## src/rtl/pe_stream_arbiter.sv

```systemverilog
// pe_stream_arbiter: 2:1 packet merger of two 64-bit PE streams onto one router link.
// Ports: CLK, SYS_RST_N (async, active-low); D0/D1 + D0_VALID/D1_VALID flit inputs;
// D0_BP/D1_BP registered occupancy backpressure; Q/Q_VALID merged output, Q_BP downstream stall;
// GRANT one-hot packet owner (00 idle); ERR_OVF sticky per-input overflow.
module pe_stream_arbiter #(
  parameter int FIFO_DEPTH = 16,
  parameter int BP_SLACK   = 4,
  parameter int LEN_W      = 16
) (
  input  logic        CLK,
  input  logic        SYS_RST_N,
  input  logic [63:0] D0,
  input  logic        D0_VALID,
  output logic        D0_BP,
  input  logic [63:0] D1,
  input  logic        D1_VALID,
  output logic        D1_BP,
  output logic [63:0] Q,
  output logic        Q_VALID,
  input  logic        Q_BP,
  output logic [1:0]  GRANT,
  output logic [1:0]  ERR_OVF
);
  localparam int AW = $clog2(FIFO_DEPTH);
  localparam logic [AW:0] FULL = (AW+1)'(FIFO_DEPTH);
  localparam logic [AW:0] BP_TH = (AW+1)'(FIFO_DEPTH - BP_SLACK);
  typedef enum logic {IDLE, SEND} state_t;
  state_t state_q, state_d;
  logic [63:0] mem_q [2][FIFO_DEPTH];
  logic [63:0] din [2];
  logic [AW-1:0] wp_q [2], wp_d [2], rp_q [2], rp_d [2];
  logic [AW:0] cnt_q [2], cnt_d [2];
  logic [1:0] wv, wr, pop, ne, full, bp_q, bp_d, ovf_q, ovf_d, grant_q, grant_d;
  logic last_q, last_d, first_q, first_d, qv_q, qv_d, g, done;
  logic [LEN_W:0] rem_q, rem_d;
  logic [63:0] q_q, q_d, head;
  assign din[0] = D0;
  assign din[1] = D1;
  assign wv = {D1_VALID, D0_VALID};
  assign g = grant_q[1];
  assign head = mem_q[g][rp_q[g]];
  assign done = first_q ? head[LEN_W-1:0] == '0 : rem_q == (LEN_W+1)'(1);
  always_comb begin
    for (int i = 0; i < 2; i++) begin
      ne[i] = cnt_q[i] != '0;
      full[i] = cnt_q[i] == FULL;
      pop[i] = state_q == SEND && grant_q[i] && ne[i] && !Q_BP;
      // a pop frees the slot on the same edge, so a full FIFO still accepts
      wr[i] = wv[i] && (!full[i] || pop[i]);
      wp_d[i] = wp_q[i] + AW'(wr[i]);
      rp_d[i] = rp_q[i] + AW'(pop[i]);
      cnt_d[i] = cnt_q[i] + (AW+1)'(wr[i]) - (AW+1)'(pop[i]);
      ovf_d[i] = ovf_q[i] | (wv[i] & ~wr[i]);
      bp_d[i] = cnt_d[i] >= BP_TH;
    end
  end
  always_comb begin
    state_d = state_q;
    grant_d = grant_q;
    last_d = last_q;
    first_d = first_q;
    rem_d = rem_q;
    q_d = q_q;
    qv_d = |pop;
    if (state_q == IDLE && |ne) begin
      state_d = SEND;
      first_d = 1'b1;
      grant_d = &ne ? (last_q ? 2'b01 : 2'b10) : ne;
    end
    if (|pop) begin
      q_d = head;
      first_d = 1'b0;
      rem_d = first_q ? {1'b0, head[LEN_W-1:0]} : rem_q - (LEN_W+1)'(1);
      if (done) begin
        state_d = IDLE;
        grant_d = '0;
        last_d = g;
      end
    end
  end
  always_ff @(posedge CLK) begin
    for (int i = 0; i < 2; i++)
      if (wr[i]) mem_q[i][wp_q[i]] <= din[i];
  end
  always_ff @(posedge CLK or negedge SYS_RST_N) begin
    if (!SYS_RST_N) begin
      for (int i = 0; i < 2; i++) begin
        wp_q[i] <= '0;
        rp_q[i] <= '0;
        cnt_q[i] <= '0;
      end
      bp_q <= '0;
      ovf_q <= '0;
      state_q <= IDLE;
      grant_q <= '0;
      last_q <= 1'b1;
      first_q <= 1'b1;
      rem_q <= '0;
      q_q <= '0;
      qv_q <= 1'b0;
    end else begin
      for (int i = 0; i < 2; i++) begin
        wp_q[i] <= wp_d[i];
        rp_q[i] <= rp_d[i];
        cnt_q[i] <= cnt_d[i];
      end
      bp_q <= bp_d;
      ovf_q <= ovf_d;
      state_q <= state_d;
      grant_q <= grant_d;
      last_q <= last_d;
      first_q <= first_d;
      rem_q <= rem_d;
      q_q <= q_d;
      qv_q <= qv_d;
    end
  end
  assign D0_BP = bp_q[0];
  assign D1_BP = bp_q[1];
  assign Q = q_q;
  assign Q_VALID = qv_q;
  assign GRANT = grant_q;
  assign ERR_OVF = ovf_q;
endmodule

```

## config.mk

```make
export PLATFORM = sky130hd
export DESIGN_NAME = pe_stream_arbiter
export DESIGN_NICKNAME = d
export VERILOG_FILES = /design/src/rtl/pe_stream_arbiter.sv
export SDC_FILE = /design/constraint.sdc
export NUM_CORES = 2
export LEC_CHECK = 0
export ABC_AREA = 1
export BUFFER_PORTS_ARGS = -buffer_cell sky130_fd_sc_hd__buf_4
export CAP_MARGIN = 10
export CORE_MARGIN = 5
export CORE_UTILIZATION = 60
export CTS_BUF_LIST = sky130_fd_sc_hd__clkbuf_8
export DETAILED_ROUTE_END_ITERATION = 10
export MAX_ROUTING_LAYER = met4
export PLACE_DENSITY = 0.86
export SYNTH_ARGS = -nofsm -noshare
export SYNTH_HDL_FRONTEND = slang
export SYNTH_SLANG_ARGS = --single-unit
```

## constraint.sdc

```tcl
create_clock -name CLK -period 5.3 [get_ports CLK]
set_clock_uncertainty 0.05 [all_clocks]
set_input_delay 1.06 -clock CLK [delete_from_list [all_inputs] [get_ports CLK]]
set_output_delay 1.06 -clock CLK [all_outputs]
set_load 0.02 [all_outputs]
```

==> results_dict.tcl <==
set metrics [dict create \
    nets 6792 \
    synthArstFlopShare 0.0540 \
    routed_wl_microns 250000 \
    synth.area.top_cells "edfxtp_1 (72%), nand3_1 (5.0%), nand2_1 (4.2%)" \
    finalSetupTns_ns 0 \
    p_sw_mw 18.0 \
    fin_crit_ns 4.28 \
    layout_commonest_cell "edfxtp_1" \
    io_pins 204 \
    synth_edf_count 2048 \
    ys.warnings.count 0 \
    maxCapViolations 0 \
    via_count 59700 \
    seqPwrFrac 0.438 \
    r2r_cells 11 \
    grt_pass1_vias 58900 \
    grt_start_max_net_pins 183 \
    syn_nets 6580 \
    synthDistinctLibCells 44 \
    crit_fanout 121 \
    hold_path_class "in2async" \
    core_region_area_sq_mm 0.141 \
    fp-row-count 138 \
    grt-ovfl-total 0 \
    hold_violations 0 \
    numCtsBuffers 340 \
    post_cts_buffers 0 \
    syn2layout_area_growth_pct 11.3 \
    drt_iter0_drc 11200 \
    combinationalPowerShare 0.297 \
    tightest_slew_ns 1.29 \
    first_pass_iters 9 \
    dpl.cell_count 8183 \
    slew_headroom 0.143 \
    placed_area_sq_mm 0.0887 \
    fmax_mhz 234 \
    gp_congestion 0.848 \
    power_density_mw_per_mm2 520 \
    tritoncts "yes" \
    crit_path_end_kind "register" \
    vias_per_cell 6.78 \
    cts_max_path_buffers 4 \
    r2r_start "GRANT[1]" \
    power_mw 49.4 \
    layout_worst_path_cycle_share 0.807 \
    final_cells 8799 \
    regToRegSetupSlack_ns 1.02 \
    syn_avg_cell_area_sq_um 13.3 \
    clkLatencyLatePin_ns 1.02 \
    startpoint_type "register" \
    p_int_mw 31.4 \
    critPathArrivalTime_ns 5.15 \
    ys.flop_type "edfxtp_1" \
    final_cell_mix "edfxtp_1 (2048), nand2_1 (948), nand3_1 (854), nor2_1 (720), o21ai_0 (661)" \
    dieHeight_microns 387 \
    irDropWorstVdd_mv 0.568 \
    power_switching_share 0.365 \
    antenna_found_initial 20 \
    r2r_end "Q[51]" \
    drive_gt1_frac 0.114 \
    netlist_area_sq_mm 0.0853 \
    wl_per_cell_microns 28.4 \
    yosysTopAreaCell "edfxtp_1" \
    grt_usage 0.334 \
    ant_nets 0 \
    hpwl_microns 125000 \
    drv_slew 0 \
    clock-root-buffer "clkbuf_8" \
    clkPwrFrac 0.265 \
    ys_seq_area_frac 0.755 \
    fin_area_sq_mm 0.0949 \
    fp.dieW_microns 387 \
    p_leak_nw 32.7 \
    outcome "finished clean" \
    setup_viol 0 \
    path_clk_slew_ns 0.06 \
    cts_max_level 5 \
    grt_pass1_wl_microns 366000 \
    rsz0062_at_grt "no" \
    cts_resized 0 \
    synth_cells 6423 \
    ys_ff_latch 2165 \
    start_util 0.603 \
    clock_sinks 2165 \
    critical_path_required_ns 6.17 \
    crit_type "reg2reg" \
    die_area_sq_mm 0.150 \
    holdBufCountCts 0 \
    netlist.area_leader.share 0.721 \
    drcViolationCount 0 \
    portBuffers 203 \
]
-- per-layer routing --
layer  vias up  part of all wire  global-route usage
li1      24400                 -                   -
met1     28000              0.32               0.416
met2      6053              0.46               0.506
met3      1237              0.16              0.0858
met4         0             0.063               0.185
met5         -                 0                   -
-- power by group through the flow --
stage / combinational, mW / clock [mW] / sequential (mW)
finish: 14.7 / 13.1 / 21.6
global route: 15.4 / 13.9 / 21.7
CTS: 14.2 / 13.1 / 21.6
detailed placement: 14.0 / 0 / 21.9
global placement: 13.4 / 0 / 21.8
floorplan: 8.44 / 0 / 22.1
-- worst max path at each step --
stage	start	endpoint	slack, ns	cells after the start
floorplan	Q_BP	mem_q[0][0]	0.17	8
global placement	Q_BP	rem_q[8]	1.28	10
detailed placement	GRANT[1]	Q[51]	1.17	11
CTS	GRANT[1]	Q[51]	1.13	11
global route	GRANT[1]	Q[51]	0.77	11
finish	GRANT[1]	Q[51]	1.02	11
-- stage by stage --
step           hold slack, ns  worst slack (ns)  utilization
6_report                0.133              1.02        0.671
5_1_grt                 0.152             0.773        0.671
4_1_cts                 0.105              1.13        0.671
3_5_place_dp            0.420              1.17        0.627
3_3_place_gp            0.412              1.28        0.627
2_1_floorplan           0.396             0.170            -
-- cell families after synthesis --
| kind of cell | count (synthesis) | share of synthesized area |
|---|---|---|
| compound gates | 1104 | 0.0815 |
| xor+xnor | 20 | 0.00205 |
| fa+ha+maj | 24 | 0.00370 |
| buf+inv | 516 | 0.0284 |
| flops | 2165 | 0.755 |
| mux | 22 | 0.00258 |
| simple gates | 2572 | 0.126 |
-- flip-flops by register name, indices dropped and copies added, names as in the netlist --
signal and count:
cnt_q 10, rp_q 8, rem_q 17, GRANT 2, bp_q 2, mem_q 2048, first_q 1, state_q 1
Q 64, last_q 1, wp_q 8, ERR_OVF 2, Q_VALID 1
-- cell type report --
| cell class | count | area [sq um] |
|---|---|---|
| Timing Repair Buffer | 321 | 2860 |
| Clock inverter | 225 | 1100 |
| Inverter | 65 | 277 |
| Sequential cell | 2165 | 64400 |
| Clock buffer | 369 | 5080 |
| Multi-Input combinational cell | 3742 | 18700 |
| Tap cell | 1890 | 2360 |
| Antenna cell | 22 | 55.1 |
| Fill cell | 8581 | 46500 |
-- worst max-delay path, stage by stage, from the launching register on --
cell,delay (ns)
dfrtp_4,0.78
inv_16,0.45
nand2_1,0.24
nand2_8,0.47
buf_4,0.61
buf_4,0.63
nor2_1,0.11
o221ai_1,0.29
nand3_1,0.13
nand3_1,0.14
nand3_1,0.09
nand2_1,0.11
-- synth_stat cells (4+ instances only) --
cell type	n
edfxtp_1	2048
nand2_1	949
nand3_1	854
nor2_1	752
o21ai_0	661
o221ai_1	335
buf_2	205
clkbuf_1	173
dfrtp_1	115
inv_1	60
a31oi_1	42
buf_4	34
buf_1	23
ha_1	22
mux2i_1	22
o21ai_1	21
a21oi_1	14
buf_6	13
a221o_1	11
xor2_1	11
xnor2_1	9
o211ai_1	6
nand2_2	5
a32o_1	4
nor3_1	4
Note: power is estimated with default switching activity, not from simulation.
